**config.mk**
```make
export PLATFORM = sky130hd
export DESIGN_NAME = mem_access
export DESIGN_NICKNAME = d
export VERILOG_FILES = /design/src/rtl/mem_access.sv
export SDC_FILE = /design/constraint.sdc
export NUM_CORES = 1
export LEC_CHECK = 0
export ABC_AREA = 1
export BUFFER_PORTS_ARGS = -buffer_cell sky130_fd_sc_hd__buf_2
export CORE_MARGIN = 2
export CORE_UTILIZATION = 30
export DETAILED_ROUTE_END_ITERATION = 8
export SETUP_SLACK_MARGIN = 0.5
export SKIP_CTS_REPAIR_TIMING = 1
export SLEW_MARGIN = 5
export SYNTH_ARGS = -nofsm -noshare
export SYNTH_HDL_FRONTEND = slang
export SYNTH_SLANG_ARGS = --single-unit
```
**constraint.sdc**
```tcl
create_clock -name clk -period 1.75 [get_ports clk]
set_input_delay 0.175 -clock clk [delete_from_list [all_inputs] [get_ports clk]]
set_output_delay 0.175 -clock clk [all_outputs]
set_load 0.1 [all_outputs]
```
**src/rtl/mem_access.sv**
```systemverilog
`default_nettype none
// +--------------------------------------------------------------------------+
// | Module      : mem_access                                                 |
// | Description : MIPS32 memory-access stage. Loads and stores run over a    |
// |               single-outstanding req/ack bus. Non-memory ops pass        |
// |               straight through. Optional LL/SC link bit: MEM_LLSC_EN.    |
// | Revision    : 1.0 - initial release                                      |
// +--------------------------------------------------------------------------+
module mem_access (
  input  logic        clk,
  input  logic        rst,
  input  logic        flush,
  input  logic        stall,
  input  logic [4:0]  mem_wd,
  input  logic        mem_wreg,
  input  logic [31:0] mem_wdata,
  input  logic [7:0]  mem_aluop,
  input  logic [31:0] mem_mem_addr,
  input  logic [31:0] mem_reg2,
  output logic [4:0]  wb_wd,
  output logic        wb_wreg,
  output logic [31:0] wb_wdata,
  output logic        stall_req,
  output logic        excp_adel,
  output logic        excp_ades,
  output logic        bus_req,
  output logic        bus_we,
  output logic [31:0] bus_addr,
  output logic [3:0]  bus_sel,
  output logic [31:0] bus_wdata,
  input  logic [31:0] bus_rdata,
  input  logic        bus_ack
);

  localparam logic [7:0] c_exe_lb_op  = 8'b1110_0000;
  localparam logic [7:0] c_exe_lbu_op = 8'b1110_0100;
  localparam logic [7:0] c_exe_lh_op  = 8'b1110_0001;
  localparam logic [7:0] c_exe_lhu_op = 8'b1110_0101;
  localparam logic [7:0] c_exe_lw_op  = 8'b1110_0011;
  localparam logic [7:0] c_exe_sb_op  = 8'b1110_1000;
  localparam logic [7:0] c_exe_sh_op  = 8'b1110_1001;
  localparam logic [7:0] c_exe_sw_op  = 8'b1110_1011;
  localparam logic [7:0] c_exe_ll_op  = 8'b1111_0000;
  localparam logic [7:0] c_exe_sc_op  = 8'b1111_1000;

  localparam logic [1:0] c_size_byte = 2'd0;
  localparam logic [1:0] c_size_half = 2'd1;
  localparam logic [1:0] c_size_word = 2'd2;

  typedef enum logic [1:0] {
    S_IDLE  = 2'd0,
    S_WAIT  = 2'd1,
    S_DONE  = 2'd2,
    S_ABORT = 2'd3
  } state_t;

  function automatic logic f_is_load(input logic [7:0] op);
    case (op)
      c_exe_lb_op, c_exe_lbu_op, c_exe_lh_op, c_exe_lhu_op,
      c_exe_lw_op, c_exe_ll_op: f_is_load = 1'b1;
      default:                  f_is_load = 1'b0;
    endcase
  endfunction

  function automatic logic f_is_store(input logic [7:0] op);
    case (op)
      c_exe_sb_op, c_exe_sh_op, c_exe_sw_op, c_exe_sc_op: f_is_store = 1'b1;
      default:                                            f_is_store = 1'b0;
    endcase
  endfunction

  function automatic logic [1:0] f_size(input logic [7:0] op);
    case (op)
      c_exe_lb_op, c_exe_lbu_op, c_exe_sb_op: f_size = c_size_byte;
      c_exe_lh_op, c_exe_lhu_op, c_exe_sh_op: f_size = c_size_half;
      default:                                f_size = c_size_word;
    endcase
  endfunction

  function automatic logic f_aligned(input logic [7:0] op, input logic [1:0] off);
    case (f_size(op))
      c_size_byte: f_aligned = 1'b1;
      c_size_half: f_aligned = ~off[0];
      default:     f_aligned = (off == 2'b00);
    endcase
  endfunction

  // Big-endian lanes: byte offset 0 lives in bits [31:24].
  function automatic logic [3:0] f_sel(input logic [7:0] op, input logic [1:0] off);
    case (f_size(op))
      c_size_byte: f_sel = 4'b1000 >> off;
      c_size_half: f_sel = off[1] ? 4'b0011 : 4'b1100;
      default:     f_sel = 4'b1111;
    endcase
  endfunction

  function automatic logic [31:0] f_store_data(input logic [7:0] op, input logic [31:0] d);
    case (f_size(op))
      c_size_byte: f_store_data = {4{d[7:0]}};
      c_size_half: f_store_data = {2{d[15:0]}};
      default:     f_store_data = d;
    endcase
  endfunction

  function automatic logic [31:0] f_extract(input logic [7:0] op, input logic [1:0] off,
                                            input logic [31:0] d);
    logic [7:0]  b;
    logic [15:0] h;
    case (off)
      2'd0:    b = d[31:24];
      2'd1:    b = d[23:16];
      2'd2:    b = d[15:8];
      default: b = d[7:0];
    endcase
    h = off[1] ? d[15:0] : d[31:16];
    case (op)
      c_exe_lb_op:  f_extract = {{24{b[7]}}, b};
      c_exe_lbu_op: f_extract = {24'd0, b};
      c_exe_lh_op:  f_extract = {{16{h[15]}}, h};
      c_exe_lhu_op: f_extract = {16'd0, h};
      default:      f_extract = d;
    endcase
  endfunction

  state_t      r_state;
  logic [31:0] r_rdata;
  logic [7:0]  r_op;
  logic [31:0] r_addr;
  logic [31:0] r_reg2;

  logic        w_in_mem;
  logic        w_in_aligned;
  logic        w_sc_fail;
  logic        w_issue;
  logic        w_bus_req;
  logic [7:0]  w_act_op;
  logic [31:0] w_act_addr;
  logic [31:0] w_act_reg2;
  logic [31:0] w_load_data;

`ifdef MEM_LLSC_EN
  logic r_llbit;

  always_ff @(posedge clk or negedge rst) begin
    if (!rst) begin
      r_llbit <= 1'b0;
    end else if (flush) begin
      r_llbit <= 1'b0;
    end else if (r_state == S_DONE) begin
      if (r_op == c_exe_ll_op)
        r_llbit <= 1'b1;
      else if (r_op == c_exe_sc_op)
        r_llbit <= 1'b0;
    end
  end

  assign w_sc_fail = (mem_aluop == c_exe_sc_op) && !r_llbit;
`else
  assign w_sc_fail = 1'b0;
`endif

  assign w_in_mem     = f_is_load(mem_aluop) | f_is_store(mem_aluop);
  assign w_in_aligned = f_aligned(mem_aluop, mem_mem_addr[1:0]);
  assign w_issue      = (r_state == S_IDLE) && w_in_mem && w_in_aligned && !flush && !w_sc_fail;
  assign w_bus_req    = w_issue || (r_state == S_WAIT) || (r_state == S_ABORT);

  // The request cycle drives the bus from EX/MEM; later cycles replay the
  // captured copy so the bus stays stable even if EX/MEM moves on after a flush.
  assign w_act_op    = (r_state == S_IDLE) ? mem_aluop    : r_op;
  assign w_act_addr  = (r_state == S_IDLE) ? mem_mem_addr : r_addr;
  assign w_act_reg2  = (r_state == S_IDLE) ? mem_reg2     : r_reg2;
  assign w_load_data = f_extract(w_act_op, w_act_addr[1:0], bus_rdata);

  always_ff @(posedge clk or negedge rst) begin
    if (!rst) begin
      r_state <= S_IDLE;
      r_rdata <= 32'd0;
      r_op    <= 8'd0;
      r_addr  <= 32'd0;
      r_reg2  <= 32'd0;
    end else begin
      case (r_state)
        S_IDLE: begin
          if (w_issue) begin
            r_op   <= mem_aluop;
            r_addr <= mem_mem_addr;
            r_reg2 <= mem_reg2;
            if (bus_ack) begin
              r_rdata <= w_load_data;
              r_state <= S_DONE;
            end else begin
              r_state <= S_WAIT;
            end
          end
        end
        S_WAIT: begin
          if (flush) begin
            r_state <= bus_ack ? S_IDLE : S_ABORT;
          end else if (bus_ack) begin
            r_rdata <= w_load_data;
            r_state <= S_DONE;
          end
        end
        S_DONE: begin
          if (flush || !stall)
            r_state <= S_IDLE;
        end
        S_ABORT: begin
          if (bus_ack)
            r_state <= S_IDLE;
        end
        default: r_state <= S_IDLE;
      endcase
    end
  end

  // Outputs are forced low while reset is held, including the passthrough path.
  always_comb begin
    wb_wd     = 5'd0;
    wb_wreg   = 1'b0;
    wb_wdata  = 32'd0;
    stall_req = 1'b0;
    excp_adel = 1'b0;
    excp_ades = 1'b0;
    bus_req   = 1'b0;
    bus_we    = 1'b0;
    bus_addr  = 32'd0;
    bus_sel   = 4'd0;
    bus_wdata = 32'd0;
    if (rst) begin
      bus_req = w_bus_req;
      if (w_bus_req) begin
        bus_we    = f_is_store(w_act_op);
        bus_addr  = {w_act_addr[31:2], 2'b00};
        bus_sel   = f_sel(w_act_op, w_act_addr[1:0]);
        bus_wdata = f_store_data(w_act_op, w_act_reg2);
      end
      wb_wd = mem_wd;
      case (r_state)
        S_IDLE: begin
          if (!w_in_mem) begin
            wb_wreg  = mem_wreg & ~flush;
            wb_wdata = mem_wdata;
          end else if (!w_in_aligned) begin
            excp_adel = ~flush & f_is_load(mem_aluop);
            excp_ades = ~flush & f_is_store(mem_aluop);
          end else if (w_sc_fail) begin
            wb_wreg  = ~flush;
            wb_wdata = 32'd0;
          end else begin
            stall_req = w_issue;
          end
        end
        S_WAIT, S_ABORT: begin
          stall_req = 1'b1;
        end
        S_DONE: begin
          if (r_op == c_exe_sc_op) begin
            wb_wreg  = ~flush;
            wb_wdata = 32'd1;
          end else if (f_is_load(r_op)) begin
            wb_wreg  = mem_wreg & ~flush;
            wb_wdata = r_rdata;
          end else begin
            wb_wdata = mem_wdata;
          end
        end
        default: stall_req = 1'b0;
      endcase
    end
  end

endmodule
`default_nettype wire

```
==> metrics.cfg, run 1 <==
[setup_path]
critPathCaptureType = primary output
required_ns = 1.57
startpoint_type = flop
path_class = flop to primary output
r2r_cells = 13
cp_max_fo = 7
startpoint = r_state[1]$_DFFE_PN0P_
r2r_start = r_state[0]$_DFFE_PN0P_
arrival_ns = 2.40

[clock_network]
cts_tree = yes
clockRootBuffer = clkbuf_16
clkSlewWorstSetupHoldPaths_ns = 0.08
insertion_delay_ns = 0.36
cts.sink_count = 106
cts_buffer_depth = 2
cts_buffers = 9
htreeDepth = 3

[finish]
layout-drive-gt1-share = 0.394
final_cell_mix = 388 x nand2_1, 145 x buf_2, 144 x inv_1, 128 x buf_12, 110 x buf_4
layout_commonest_cell = nand2_1
multi_input_area_mm2 = 0.00548
final_nets = 1758
synthToLayoutAreaGrowth_pct = 82.1
seq_area_mm2 = 0.00266
final_area_mm2 = 0.0141
nFillCells = 2272

[worst_hold_path]
holdPathStages = 3
hold_class = input port to flop
min_from = mem_mem_addr[11]

[global_routing]
grt_max_degree = 136
grt_pass1_vias = 9063
antenna_found_initial = 6
grt_first_pass_wirelength_um = 45700
gr-usage-all-layers = 0.211
overflow = 0

[sta]
worst_pin_slew_ns = 0.777
rsz0062_at_grt = yes
setup_viol = 205
finalCritPeriodShare = 1.47
slew_headroom = 0.482
report.final.slew_viol_count = 0
fmax_mhz = 388
hold_violations = 0
layout_min_cycle_time_ns = 2.58
worst_slack_ns = -0.828
fin_skew_ns = 0.00771

[synth]
synth_area_per_cell_um2 = 6.15
synth_top_area_share = 0.342
yosysTopAreaCell = dfrtp_1
ys_types = 31
yosysWarnings = 0
ys_top_cells_by_area = dfrtp_1 34%, nand2_1 21%, o21ai_0 7.9%
netlist_area_mm2 = 0.00777
synthCells = 1263
synth-edff-count = 0
seq_area_frac_synth = 0.342
ys.flop_type = dfrtp_1
ys_ff_latch = 106
async_flop_share = 1.00

[die]
die_h_um = 165
io_pins = 258
coreArea_mm2 = 0.0253
dieWidth_um = 165
std_cell_rows = 58
die_area_mm2 = 0.0272
start_util = 0.307

[route]
dr.pass1.iters = 6
ant_nets = 0
avgRoutedWirePerCell_um = 16.0
drt_iter0_drc = 730
drc_errors = 0
via_count = 9634
viasPerCell = 4.94
drt-total-wl_um = 31200

[run]
drv_cap = 0

[power]
power_leakage_nw = 6.93
power_density_mw_per_mm2 = 1400
ir_drop_mv = 0.832
power.total_mw = 19.9

[placement]
port_buffers = 255
place.detailed.hpwl_um = 22000
gp_congestion = 0.865
post_dp_cell_area_mm2 = 0.0129

[run_status]
violations = setup timing
status = finished, violations left

[layout make-up]
class,instances,share of cell area
multi-input combinational,926,0.387
timing repair buffer,415,0.333
sequential,106,0.188
inverter,153,0.0412
tap,330,0.0292
clock buffer,9,0.0159
clock inverter,7,0.00460
antenna,5,0.000885
[cells in the mapped netlist, types with 8 or more instances]
master    number
nand3_1      107
nand2_1      427
o21ai_0      122
nand4_1       10
buf_2         25
inv_1        150
clkbuf_1      45
a21oi_1       69
or2_2          8
dfrtp_1      106
o211ai_1      40
nor2_1       107
[final timing paths]
| kind | endpoint | slack (ns) |
|---|---|---|
| worst max register to register | r_rdata[27]$_DFFE_PN0P_ | -0.50 |
| worst min-delay path | r_addr[11]$_DFFE_PN0P_ | 0.06 |
| max in group asynchronous | r_reg2[23]$_DFFE_PN0P_ | 0.88 |
| min in group asynchronous | r_rdata[10]$_DFFE_PN0P_ | 0.09 |
| worst max-delay path | bus_wdata[18] | -0.83 |
| worst min register to register | r_op[6]$_DFFE_PN0P_ | 0.47 |
[logic make-up after synthesis]
logic type             Yosys count  synth area share
other                            1          0.000483
DFF                            106             0.342
AOI/OAI and AO/OA              235             0.166
buffers and inverters          234             0.124
and+or+nand+nor                687             0.368
[report_power, final]
part	internal, mW	total (mW)	switching [mW]
Sequential	3.07	3.45	0.379
Combinational	5.51	14.3	8.79
Clock	1.01	2.10	1.09
Total	9.60	19.9	10.3
[through the flow]
step	setup slack, ns	std cells	TNS, ns	hold slack (ns)	util
4_1_cts	-0.969	1908	-117.18	-0.109	0.523
5_1_grt	-0.965	1949	-112.24	0.0723	0.558
6_report	-0.828	1951	-90.50	0.0601	0.558
2_1_floorplan	-0.560	1264	-45.75	-0.121	-
3_5_place_dp	-0.551	1892	-73.24	0.291	0.511
3_3_place_gp	-0.571	1892	-62.79	0.284	0.511
[flip-flops by register name, indices dropped and copies added, names as in the netlist]
| signal | flops |
|---|---|
| r_addr | 32 |
| r_op | 8 |
| r_rdata | 32 |
| r_reg2 | 32 |
| r_state | 2 |
[metal layers]
metal	global-route usage	vias to the layer above	share of wire
li1	-	4722	-
met1	0.268	4476	0.41
met3	0.0598	54	0.089
met2	0.354	382	0.47
met4	0.0510	0	0.023
met5	0	-	0
[critical path, cell delays in order (launching register included)]
cell     delay, ns
dfrtp_2       0.47
nor2_4        0.24
buf_6         0.17
nand2_2       0.05
nand2_2       0.07
nand2_2       0.08
nor2_2        0.10
nand2_2       0.08
nand3_4       0.17
buf_4         0.17
nand2_2       0.06
a21oi_4       0.18
buf_12        0.19
Power figures use the tool's default switching activity.
==> run 2, diff against run 1 <==
--- a/config.mk
+++ b/config.mk
@@ -8,8 +8,10 @@
 export ABC_AREA = 1
 export BUFFER_PORTS_ARGS = -buffer_cell sky130_fd_sc_hd__buf_2
 export CORE_MARGIN = 2
-export CORE_UTILIZATION = 30
+export CORE_UTILIZATION = 47
+export CTS_CLUSTER_SIZE = 20
 export DETAILED_ROUTE_END_ITERATION = 8
+export PLACE_DENSITY = 0.78
 export SETUP_SLACK_MARGIN = 0.5
 export SKIP_CTS_REPAIR_TIMING = 1
 export SLEW_MARGIN = 5
==> constraint.sdc (replaced) <==
create_clock -name clk -period 1.75 [get_ports clk]
set_input_delay 0.0875 -clock clk [delete_from_list [all_inputs] [get_ports clk]]
set_output_delay 0.0875 -clock clk [all_outputs]
set_load 0.1 [all_outputs]
==> run 2 against run 1 <==
Against the previous run:
- the run now fails in global routing (5_1_grt)
- synthesized cell count is the same
- synthesized area is the same
==> metrics.cfg, run 2 <==
[synth]
ys_ff_latch = 106
ys_top_cells_by_area = dfrtp_1 34%, nand2_1 21%, o21ai_0 7.9%
synth_top_area_share = 0.342
synth_area_per_cell_um2 = 6.15
synthCells = 1263
ys.flop_type = dfrtp_1
netlist_area_mm2 = 0.00777
yosysWarnings = 0
synth_top_cells_by_count = 427 x nand2_1, 150 x inv_1, 122 x o21ai_0, 107 x nand3_1, 107 x nor2_1
yosysTopAreaCell = dfrtp_1
synth_most_common_cell = nand2_1
synth-edff-count = 0
ys_types = 31
async_flop_share = 1.00
seq_area_frac_synth = 0.342

[global_routing]
grt_max_degree = 95
gr-usage-all-layers = 0.862
overflow = 410

[die]
std_cell_rows = 46
start_util = 0.485
io_pins = 258
die_h_um = 133
dieWidth_um = 133

[placement]
post_dp_cell_area_mm2 = 0.0126
port_buffers = 255
place_inst = 1765
place.detailed.hpwl_um = 20900
gp_congestion = 0.916

[run_status]
firstError = [ERROR GRT-0232] Routing congestion too high. Check the congestion heatmap in the GUI.
status = stopped before the end
lastStage = global routing (5_1_grt)

[clock_network]
htreeDepth = 3
cts_buffers = 9
clockRootBuffer = clkbuf_16
cts.sink_count = 106
cts_buffer_depth = 2

[sta]
grt-worst-endpoint = bus_wdata[29]
worstEpCategory = primary output

==> run 2: cell counts after synthesis <==
Identical to the previous run, type by type.
==> run 2: cells by family after synthesis <==
kind of cell    Yosys count  synth area share
simple gates            687             0.368
compound gates          235             0.166
buf+inv                 234             0.124
flops                   106             0.342
other cells               1          0.000483
==> run 2: routing by layer <==
layer,GRT overflow,global-route usage
met5,0,0.261
met3,6,0.693
met2,256,1.04
met1,4,0.829
met4,144,0.961
==> run 2: stage by stage <==
step / utilization / setup slack, ns
floorplan: - / -0.470
global placement: 0.790 / -0.412
detailed placement: 0.790 / -0.445
CTS: 0.810 / -0.842
==> run 3, diff against run 2 <==
--- a/config.mk
+++ b/config.mk
@@ -8,11 +8,9 @@
 export ABC_AREA = 1
 export BUFFER_PORTS_ARGS = -buffer_cell sky130_fd_sc_hd__buf_2
 export CORE_MARGIN = 2
-export CORE_UTILIZATION = 47
-export CTS_CLUSTER_SIZE = 20
+export CORE_UTILIZATION = 40
 export DETAILED_ROUTE_END_ITERATION = 8
-export PLACE_DENSITY = 0.78
-export SETUP_SLACK_MARGIN = 0.5
+export PLACE_DENSITY_LB_ADDON = 0.15
 export SKIP_CTS_REPAIR_TIMING = 1
 export SLEW_MARGIN = 5
 export SYNTH_ARGS = -nofsm -noshare
==> constraint.sdc (replaced) <==
create_clock -name clk -period 2.3 [get_ports clk]
set_input_delay 0.115 -clock clk [delete_from_list [all_inputs] [get_ports clk]]
set_output_delay 0.115 -clock clk [all_outputs]
set_load 0.1 [all_outputs]
==> run 3 against run 2 <==
Against the previous run:
- the flow now finishes, with violations (hold timing, setup timing)
==> metrics.cfg, run 3 (synthesized netlist as in run 1, its figures left out) <==
[setup_path]
cp_top_family = buffers and inverters
startpoint_type = flop
crit_chain = nor2_4 -> buf_4 -> buf_4 -> nand2_4 -> a21oi_4 -> nand2_4 -> buf_12 -> nand2_8 -> nand2_8 -> buf_12 -> a21oi_2 -> buf_12
required_ns = 2.18
cp_num_buf_inv = 5
cp_max_fo = 7
arrival_ns = 2.51
path_class = flop to primary output
critPathCaptureType = primary output
crit_slowest_cell = dfrtp_2
cpMostUsedCell = buf_12
worst_path_largest_cell_delay_ns = 0.50

[sta]
setup_viol = 69
fin_tns_setup_ns = -18.19
rsz0062_at_grt = yes
hold_violations = 5
worst_pin_slew_ns = 0.817
finalHoldWorstSlack_ns = -0.00418
fmax_mhz = 381
finalCritPeriodShare = 1.14
layout_min_cycle_time_ns = 2.62
fin_skew_ns = 0.0146
worst_slack_ns = -0.323
slew_headroom = 0.455
report.final.slew_viol_count = 0

[route]
viasPerCell = 5.21
avgRoutedWirePerCell_um = 16.2
via_count = 9439
dr.pass1.iters = 6
drc_errors = 0
drt-total-wl_um = 29300
ant_nets = 0
drt_iter0_drc = 596

[clock_network]
cts_buffer_depth = 2
clkSlewWorstSetupHoldPaths_ns = 0.09
insertion_delay_ns = 0.38
cts_buffers = 9
cts_tree = yes
clockRootBuffer = clkbuf_16
cts.sink_count = 106
htreeDepth = 3

[finish]
final_area_mm2 = 0.0133
synthToLayoutAreaGrowth_pct = 71.4
final_nets = 1691
final_cells = 1813
final_cell_mix = 391 x nand2_1, 151 x buf_2, 146 x inv_1, 122 x buf_12, 108 x o21ai_0
layout_commonest_cell = nand2_1
layout-drive-gt1-share = 0.363
largestRegisters = r_addr x32, r_rdata x32, r_reg2 x32

[power]
power_leakage_nw = 6.52
ir_drop_mv = 0.492
power_density_mw_per_mm2 = 1090

[die]
die_h_um = 143
std_cell_rows = 50
die_area_mm2 = 0.0205
io_pins = 258
dieWidth_um = 143
start_util = 0.411
coreArea_mm2 = 0.0189

[worst_hold_path]
hold_class = input port to flop

[run_status]
status = finished, violations left
violations = hold timing, setup timing

[placement]
place_inst = 1755
dp_worst_setup_slack_ns = -0.0187
port_buffers = 255
post_dp_cell_area_mm2 = 0.0120
gp_congestion = 0.894
place.detailed.hpwl_um = 20000

[global_routing]
grt_pass1_vias = 8496
antenna_found_initial = 4
gr-usage-all-layers = 0.260
grt_first_pass_wirelength_um = 42700
grt_max_degree = 91
overflow = 0

[run]
drv_cap = 0

## run 3: cell type report
type                       count  area (um^2)
antenna                        4         10.0
clock buffer                   9          225
clock inverter                 7         73.8
fill                        1528         5580
inverter                     153          583
multi-input combinational    926         5440
sequential                   106         2660
tap                          260          325
timing repair buffer         348         4000
## run 3: per-layer routing
metal  routed length, um  track usage  up-vias
li1                    -            -     4567
met1               11700        0.336     4457
met2               14600        0.428      359
met3                2270       0.0650       56
met4                 822       0.0836        0
met5                   0            0        -
## run 3: path summary, 6_finish.rpt
kind,from,end,slack (ns),cells past startpoint
worst min-delay path,mem_mem_addr[8],r_addr[8]$_DFFE_PN0P_,-0.004,3
worst max-delay path,r_state[0]$_DFFE_PN0P_,bus_wdata[19],-0.32,12
worst max register to register,r_state[0]$_DFFE_PN0P_,r_rdata[24]$_DFFE_PN0P_,0.03,12
worst min register to register,r_addr[0]$_DFFE_PN0P_,r_addr[0]$_DFFE_PN0P_,0.48,2
min in group asynchronous,rst,r_op[1]$_DFFE_PN0P_,0.18,2
max in group asynchronous,rst,r_rdata[0]$_DFFE_PN0P_,1.03,3
## run 3: stage by stage
step / util / power, mW
after floorplan: - / 8.76
after global placement: 0.634 / 11.4
after detailed placement: 0.634 / 11.5
after CTS: 0.650 / 13.1
after global routing: 0.704 / 15.4
final: 0.705 / 14.5
## run 3: power by group
group	total [mW]	internal [mW]	switching [mW]
registers	2.62	2.34	0.281
logic	10.2	3.69	6.56
clock network	1.60	0.767	0.836
total	14.5	6.79	7.68
## run 3: worst min-delay path: stages
cell     delay [ns]
buf_2          0.09
inv_1          0.05
o21ai_0        0.07
==> run 4, diff against run 3 <==
--- a/config.mk
+++ b/config.mk
@@ -11,7 +11,6 @@
 export CORE_UTILIZATION = 40
 export DETAILED_ROUTE_END_ITERATION = 8
 export PLACE_DENSITY_LB_ADDON = 0.15
-export SKIP_CTS_REPAIR_TIMING = 1
 export SLEW_MARGIN = 5
 export SYNTH_ARGS = -nofsm -noshare
 export SYNTH_HDL_FRONTEND = slang
==> constraint.sdc (replaced) <==
create_clock -name clk -period 2.4 [get_ports clk]
set_input_delay 0.12 -clock clk [delete_from_list [all_inputs] [get_ports clk]]
set_output_delay 0.12 -clock clk [all_outputs]
set_load 0.1 [all_outputs]
==> run 4 against run 3 <==
Against the previous run:
- the flow finishes with violations (setup timing)
- non-clock buffer count shrank 2
- critical path depth up 1
- first-iteration DRC count grew 1.7%
- worst setup slack improved by 0.066 ns
- hold slack better by 0.023 ns
- routed wire length is essentially flat
- register-to-register slack got worse by 0.22 ns
- critical path type unchanged
- largest cell class unchanged
==> metrics.cfg, run 4 (synthesized netlist as in run 1, its figures left out) <==
[finish]
nFillCells = 1542
final_area_mm2 = 0.0133
multi_input_area_mm2 = 0.00546
seq_area_mm2 = 0.00266
final_nets = 1689
final_cell_mix = 393 x nand2_1, 150 x buf_2, 147 x inv_1, 115 x buf_12, 106 x o21ai_0
synthToLayoutAreaGrowth_pct = 71.5
layout-drive-gt1-share = 0.368
final_cells = 1810
layout_commonest_cell = nand2_1
largestRegisters = r_addr x32, r_rdata x32, r_reg2 x32

[die]
io_pins = 258
coreArea_mm2 = 0.0189
start_util = 0.411
die_h_um = 143
dieWidth_um = 143
die_area_mm2 = 0.0205
std_cell_rows = 50

[power]
power_density_mw_per_mm2 = 1070
clkPwrFrac = 0.115
seqPwrFrac = 0.176
p_sw_frac = 0.526
switchingPower_mw = 7.47
power_leakage_nw = 6.56
ir_drop_mv = 0.605
power_frac_comb = 0.709
power.total_mw = 14.2
intPower_mw = 6.73

[placement]
post_dp_cell_area_mm2 = 0.0117
port_buffers = 255
place_inst = 1742
gp_congestion = 0.900
place.detailed.hpwl_um = 19400

[setup_path]
startpoint_type = flop
r2r_cells = 16
path_class = flop to primary output
required_ns = 2.28
cp_max_fo = 8
rr_endpoint = r_rdata[8]$_DFFE_PN0P_
r2r_start = r_state[1]$_DFFE_PN0P_
reg2reg_slack_ns = -0.19
critPathCaptureType = primary output
arrival_ns = 2.54

[global_routing]
grt_max_degree = 117
gr-usage-all-layers = 0.268
overflow = 0
grt_pass1_vias = 8767
antenna_found_initial = 2
grt_first_pass_wirelength_um = 44000

[route]
dr.pass1.iters = 7
drt_iter0_drc = 606
drc_errors = 0
via_count = 9390
ant_nets = 0
viasPerCell = 5.19
drt-total-wl_um = 29300
avgRoutedWirePerCell_um = 16.2

[sta]
worst_pin_slew_ns = 1.00
worst_slack_ns = -0.257
finalCritPeriodShare = 1.11
rsz0062_at_grt = yes
layout_min_cycle_time_ns = 2.66
report.final.slew_viol_count = 0
fmax_mhz = 376
setup_viol = 83
hold_violations = 0
fin_skew_ns = 0.00632
slew_headroom = 0.331

[clock_network]
cts.sink_count = 106
htreeDepth = 3
insertion_delay_ns = 0.36
cts_tree = yes
clkSlewWorstSetupHoldPaths_ns = 0.08
clockRootBuffer = clkbuf_16
cts_buffer_depth = 2
cts_buffers = 9

[worst_hold_path]
holdPathStages = 3
hold_class = input port to flop
whs_endpoint = r_addr[10]$_DFFE_PN0P_
min_from = mem_mem_addr[10]

[run]
drv_cap = 0

[run_status]
violations = setup timing
status = finished, violations left

[run 4: cell count changes in the layout (fill, tap and decap cells not counted), sizes merged]
cell,previous run,this run
nor2,113,114
bufbuf,0,2
bufinv,0,1
clkinvlp,2,1
diode,4,3
clkbuf,17,15
nand2,436,435
buf,339,337
[run 4: per-stage QoR]
step	hold WS (ns)	TNS, ns	utilization	setup WS, ns
after floorplan	-0.176	-13.91	-	-0.729
after global placement	0.277	-0.147	0.621	-0.0558
after detailed placement	0.270	-0.706	0.621	-0.0857
after CTS	0.0130	-3.47	0.667	-0.138
after global routing	0.0349	-18.74	0.705	-0.346
final	0.0184	-12.00	0.705	-0.257
[run 4: layout make-up]
cell class | instances | share of cell area
sequential | 106 | 0.199
clock buffer | 9 | 0.0169
multi-input combinational | 926 | 0.410
clock inverter | 7 | 0.00742
inverter | 153 | 0.0436
tap | 260 | 0.0244
antenna | 3 | 0.000564
timing repair buffer | 346 | 0.298
[run 4: worst max path at each step]
stage / endpoint / slack (ns) / startpoint / cells past startpoint
5_1_grt: bus_wdata[30] / -0.35 / r_state[0]$_DFFE_PN0P_ / 13
4_1_cts: bus_addr[8] / -0.14 / r_state[0]$_DFFE_PN0P_ / 11
6_report: bus_wdata[30] / -0.26 / r_state[0]$_DFFE_PN0P_ / 13
3_3_place_gp: bus_wdata[10] / -0.06 / r_state[1]$_DFFE_PN0P_ / 10
3_5_place_dp: bus_wdata[10] / -0.09 / r_state[1]$_DFFE_PN0P_ / 10
2_1_floorplan: bus_wdata[19] / -0.73 / r_state[0]$_DFFE_PN0P_ / 11
[run 4: worst max-delay path, cell delays in order (launching register included)]
cell,delay (ns)
dfrtp_2,0.47
buf_6,0.15
nor2_4,0.25
buf_6,0.16
o21ai_4,0.06
nand2_2,0.09
nor2_4,0.05
nand2_4,0.08
nand3_4,0.14
buf_12,0.19
nand3_2,0.09
nand2_2,0.11
nor2_4,0.15
buf_12,0.18
[run 4: repair_timing]
action | CTS | global route
setup endpoints to repair | 98 | 124
endpoints found under the hold margin | 29 | 0
hold buffers | 1 | 0
setup buffers | 18 | 16
gates cloned | 6 | 9
pin swaps | 17 | 35
gates resized for setup | 93 | 104
[run 4: power by group through the flow]
stage	sequential, mW	combinational (mW)	clock [mW]
after CTS	2.49	9.09	1.65
after global routing	2.56	10.7	1.72
final	2.50	10.1	1.63
after detailed placement	2.51	8.17	0
after global placement	2.50	8.11	0
after floorplan	2.45	5.80	0
[run 4: routing by layer]
metal  up-vias  global-route usage  share of wire
met2       346               0.458           0.50
met5         -              0.0175              0
li1       4565                   -              -
met1      4442               0.341           0.40
met4         0              0.0640          0.017
met3        37              0.0663          0.082
